==> config.mk <==
export PLATFORM = sky130hd
export DESIGN_NAME = mux_port_arbiter
export DESIGN_NICKNAME = d
export VERILOG_FILES = /design/src/rtl/mux_port_arbiter.sv
export SDC_FILE = /design/constraint.sdc
export NUM_CORES = 1
export LEC_CHECK = 0
export CORE_MARGIN = 2
export CORE_UTILIZATION = 45
export CTS_BUF_LIST = sky130_fd_sc_hd__clkbuf_4
export DETAILED_ROUTE_END_ITERATION = 6
export PLACE_DENSITY = 0.65
export SKIP_LAST_GASP = 1
export SYNTH_ARGS = -nofsm -noshare
export SYNTH_HDL_FRONTEND = slang
export SYNTH_SLANG_ARGS = --single-unit
==> constraint.sdc <==
create_clock -name clk -period 27.5 [get_ports clk]
set_input_delay 5.5 -clock clk [delete_from_list [all_inputs] [get_ports clk]]
set_output_delay 5.5 -clock clk [all_outputs]
set_load 0.03 [all_outputs]
==> src/rtl/mux_port_arbiter.sv <==
// Stage-1 input arbiter for the 7-input crossbar mux: priority select with
// round-robin tie-break and age-based starvation override.
module mux_port_arbiter #(
    parameter int NumPorts      = 7,
    parameter int PriorityWidth = 8,
    parameter int AgeWidth      = 4,
    parameter int AgeLimit      = 8
) (
    input  logic                              clk,
    input  logic                              rst,
    input  logic [NumPorts-1:0]               req,
    input  logic [NumPorts*PriorityWidth-1:0] prio,
    input  logic                              out_stall,
    output logic [NumPorts-1:0]               grant,
    output logic [2:0]                        grant_index_q,
    output logic                              grant_valid_q
);

    localparam logic [AgeWidth-1:0] AgeMax = AgeWidth'(AgeLimit);

    logic [2:0]               rr_ptr_q, rr_ptr_d;
    logic [AgeWidth-1:0]      age_q [NumPorts];
    logic [AgeWidth-1:0]      age_d [NumPorts];
    logic [2:0]               grant_index_d;
    logic                     grant_valid_d;

    logic [PriorityWidth-1:0] max_prio;
    logic [NumPorts-1:0]      starve;
    logic [NumPorts-1:0]      top;
    logic [NumPorts-1:0]      cand;
    logic [3:0]               scan_idx;
    logic [2:0]               gidx;
    logic                     found;
    logic                     fire;

    always_comb begin
        max_prio = '0;
        for (int i = 0; i < NumPorts; i++) begin
            if (req[i] && prio[i*PriorityWidth +: PriorityWidth] > max_prio) begin
                max_prio = prio[i*PriorityWidth +: PriorityWidth];
            end
        end
        starve = '0;
        top    = '0;
        for (int i = 0; i < NumPorts; i++) begin
            starve[i] = req[i] && (age_q[i] == AgeMax);
            top[i]    = req[i] && (prio[i*PriorityWidth +: PriorityWidth] == max_prio);
        end
        // Starving ports override priority entirely
        cand = (|starve) ? starve : top;
    end

    always_comb begin
        found    = 1'b0;
        gidx     = '0;
        scan_idx = '0;
        for (int k = 0; k < NumPorts; k++) begin
            scan_idx = {1'b0, rr_ptr_q} + 4'(k);
            if (scan_idx >= 4'(NumPorts)) begin
                scan_idx = scan_idx - 4'(NumPorts);
            end
            if (!found && cand[scan_idx[2:0]]) begin
                found = 1'b1;
                gidx  = scan_idx[2:0];
            end
        end
        fire  = found && !rst && !out_stall && (|req);
        grant = '0;
        if (fire) begin
            grant[gidx] = 1'b1;
        end
    end

    always_comb begin
        rr_ptr_d      = rr_ptr_q;
        age_d         = age_q;
        grant_index_d = grant_index_q;
        grant_valid_d = fire;
        if (fire) begin
            rr_ptr_d      = (gidx == 3'(NumPorts-1)) ? 3'd0 : gidx + 3'd1;
            grant_index_d = gidx;
            for (int i = 0; i < NumPorts; i++) begin
                if (3'(i) == gidx) begin
                    age_d[i] = '0;
                end else if (req[i]) begin
                    age_d[i] = (age_q[i] >= AgeMax) ? AgeMax : age_q[i] + 1'b1;
                end else begin
                    age_d[i] = '0;
                end
            end
        end
    end

    always_ff @(posedge clk) begin
        if (rst) begin
            rr_ptr_q      <= '0;
            grant_index_q <= '0;
            grant_valid_q <= 1'b0;
            for (int i = 0; i < NumPorts; i++) begin
                age_q[i] <= '0;
            end
        end else begin
            rr_ptr_q      <= rr_ptr_d;
            grant_index_q <= grant_index_d;
            grant_valid_q <= grant_valid_d;
            for (int i = 0; i < NumPorts; i++) begin
                age_q[i] <= age_d[i];
            end
        end
    end

endmodule

==> flow_summary.yaml <==
grt:
  overflow: 0
  antenna_found_initial: 0
  grt_pass1_wl_um: 45910
  grt_pass1_vias: 8060
  grt_max_degree: 25
  grt_util_all_layers_pct: 32.15
setup_path:
  required_ns: 22.00
  slowest_delay_ns: 0.67
  crit_family: "compound AO/OA/AOI/OAI gates"
  cp-start-kind: "input port"
  cp-startpoint: "prio[2]"
  path_class: "in2out"
  rr_worst_depth: 26
  crit_end: "grant[2]"
  crit_buf_inv: 9
  reg2reg_setup_slack_ns: 21.78
  rr_startpoint: "age_q[16]"
  crit_arrival_ns: 20.93
  cp_num_cells: 66
  critPathCaptureType: "primary output"
  reg2reg_to: "age_q[14]"
  cp_common_cell: "ha_1"
  cpMaxStageDelayCell: "clkdlybuf4s50_1"
  cp_max_fo: 21
cts:
  clock-sinks: 35
  htreeDepth: 2
  cts_root_buf: "clkbuf_4"
  clk_latency_ns: 0.35
  numCtsBuffers: 5
  clk_pin_slew_ns: 0.11
  clock_path_buffers: 2
  cts_tree: "built"
route:
  routed.top_layer: "met4"
  via_per_inst: 6.632
  route.vias.total: 9000
  totalWireLength_um: 30220
  detailedRoute.firstPassIterationCount: 6
  drt_iter0_markers: 1130
  avgRoutedWirePerCell_um: 22.27
  drc: 0
  wl_met2_um: 12320
  wl_met3_um: 3587
  met1_length_um: 13100
  drtAntennaViolNets: 0
die:
  dieArea_um2: 18080
  ioPinCount: 77
  rows: 47
  start_util_pct: 46.18
  fp.dieW_um: 134.5
  core_um2: 16580
  dieHeight_um: 134.5
power_and_ir_drop:
  peakVddDrop_uv: 74.93
  pwr_density_cell_nw_per_um2: 95.86
  fin_total_pwr_mw: 0.8498
  p_leak_nw: 3.543
run:
  drv_cap: 0
placed_design:
  dpl-instance-area_um2: 8683
  dp.cells: 1342
  dp_hpwl_um: 23580
  gp_congestion: 1.074
  port_buffers: 76
sta:
  setup_tns_ns: 0
  final_max_slew_viol_count: 0
  fin_crit_sh_pct: 96.12
  period_needed_ns: 26.43
  skew_ns: 0.009822
  slew-limit-headroom_pct: 31.36
  worst_pin_slew_ns: 1.019
  finalSetupViolCount: 0
  fmax_mhz: 37.83
  finalHoldViolations: 0
yosys:
  ys_async_sr_fraction_pct: 0
  seq_area_frac_synth_pct: 9.149
  synth_area_um2: 7659
  syn_nets: 1206
  synth.area.top_cells: "ha_1 (11%), dfxtp_1 (9.1%), xnor2_1 (6.2%)"
  ys.flop_type: "dfxtp_1"
  ys_ff_latch: 35
  synth_top_area_share_pct: 11.44
  yosysMostFrequentCell: "nand2_1"
  syn_inst: 1069
  synth.distinct_cells: 96
  syn-mean-instance-area_um2: 7.164
  yosysWarnings: 0
  yosys-top-cells-count: "nand2_1 (89), nor2_1 (88), inv_1 (81)"
  synth_edf_count: 0
  yosysTopAreaCell: "ha_1"
run_status:
  status: "finished clean"
cells_and_area:
  final_area_um2: 8865
  fin_nets: 1273
  drive_gt1_share_pct: 10.11
  insertedDiodeCount: 0
  area_delta_synth_final_pct: 15.75
  stdcell_count: 1357
min_path:
  hp-class: "reg2reg"
==> registers in the layout, indices dropped and copies added, names as in the netlist <==
register and cells:
age_q 28, rr_ptr_q 3, grant_valid_q 1, grant_index_q 3
==> final cells by class <==
cell class,instances,area [um2]
Fill cell,1644,7719
Tap cell,220,275.3
Sequential cell,35,700.7
Multi-Input combinational cell,891,6442
Clock buffer,5,37.54
Clock inverter,3,20.02
Inverter,86,322.8
Timing Repair Buffer,117,1066
==> tightest hold or removal path: cells and delay by family (launching register included) <==
kind            cells  cell delay [ns]
flops               1             0.32
simple gates        1             0.05
compound gates      1             0.05
==> placed cells by master (no fill, tap or decap), types with 17 or more instances in the layout <==
| cell type | netlist | final |
|---|---|---|
| buf_4 | 4 | 47 |
| dfxtp_1 | 35 | 35 |
| clkdlybuf4s50_1 | 0 | 68 |
| a21oi_1 | 74 | 71 |
| o211ai_1 | 18 | 18 |
| xor2_1 | 27 | 27 |
| inv_1 | 81 | 81 |
| o21ai_0 | 59 | 58 |
| nor2_1 | 88 | 88 |
| ha_1 | 70 | 70 |
| nand3_1 | 35 | 35 |
| xnor2_1 | 54 | 54 |
| nand4_1 | 21 | 21 |
| nor3_1 | 19 | 18 |
| a211oi_1 | 17 | 17 |
| nand2_1 | 89 | 89 |
==> power by group <==
group / internal (mW) / leakage [nW] / switching [mW]
registers: 0.0598 / 0.284 / 0.0126
logic: 0.289 / 3.23 / 0.460
clock network: 0.00980 / 0.0288 / 0.0190
total: 0.358 / 3.54 / 0.492
==> layer usage <==
layer  global-route usage [%]  vias to the layer above
met2                    47.11                      573
li1                         -                     4140
met3                    6.306                      120
met4                    10.76                        0
met1                    46.82                     4167
met5                        0                        -
==> cells by family after synthesis <==
kind of cell,count (synthesis),share of synthesized area (%)
AOI/OAI and AO/OA,365,35.40
and+or+nand+nor,344,22.37
buffers and inverters,143,7.629
xor gates and xnor gates,81,9.263
adders and majority gates,71,11.70
DFF,35,9.149
muxes,30,4.493
==> through the flow <==
stage                     utilization, %  setup WS, ns  hold WS (ns)
after floorplan                        -         2.471        0.4550
after global placement             52.36        0.8590        0.4446
after detailed placement           52.36        0.5832        0.4471
after CTS                          52.71        0.5292        0.4644
after global routing               53.46      -0.03293        0.4900
final                              53.46         1.068        0.4600
==> how the worst min path moves through the flow <==
stage / cells past startpoint / endpoint / from / slack [ns]
6_report: 2 / grant_index_q[2] / grant_index_q[2] / 0.46
5_1_grt: 2 / grant_index_q[2] / grant_index_q[2] / 0.49
4_1_cts: 2 / grant_index_q[2] / grant_index_q[2] / 0.46
3_5_place_dp: 2 / grant_index_q[2] / grant_index_q[2] / 0.45
3_3_place_gp: 2 / grant_index_q[2] / grant_index_q[2] / 0.44
2_1_floorplan: 2 / age_q[25] / age_q[25] / 0.45
==> repair_timing <==
| action | 4_1_cts | 5_1_grt |
|---|---|---|
| hold buffers | 0 | 0 |
| setup buffers | 0 | 7 |
| setup endpoints to repair | 0 | 7 |
| gates resized for setup | 0 | 18 |
| endpoints found under the hold margin | 0 | 0 |
Note: power is estimated with default switching activity, not from simulation.
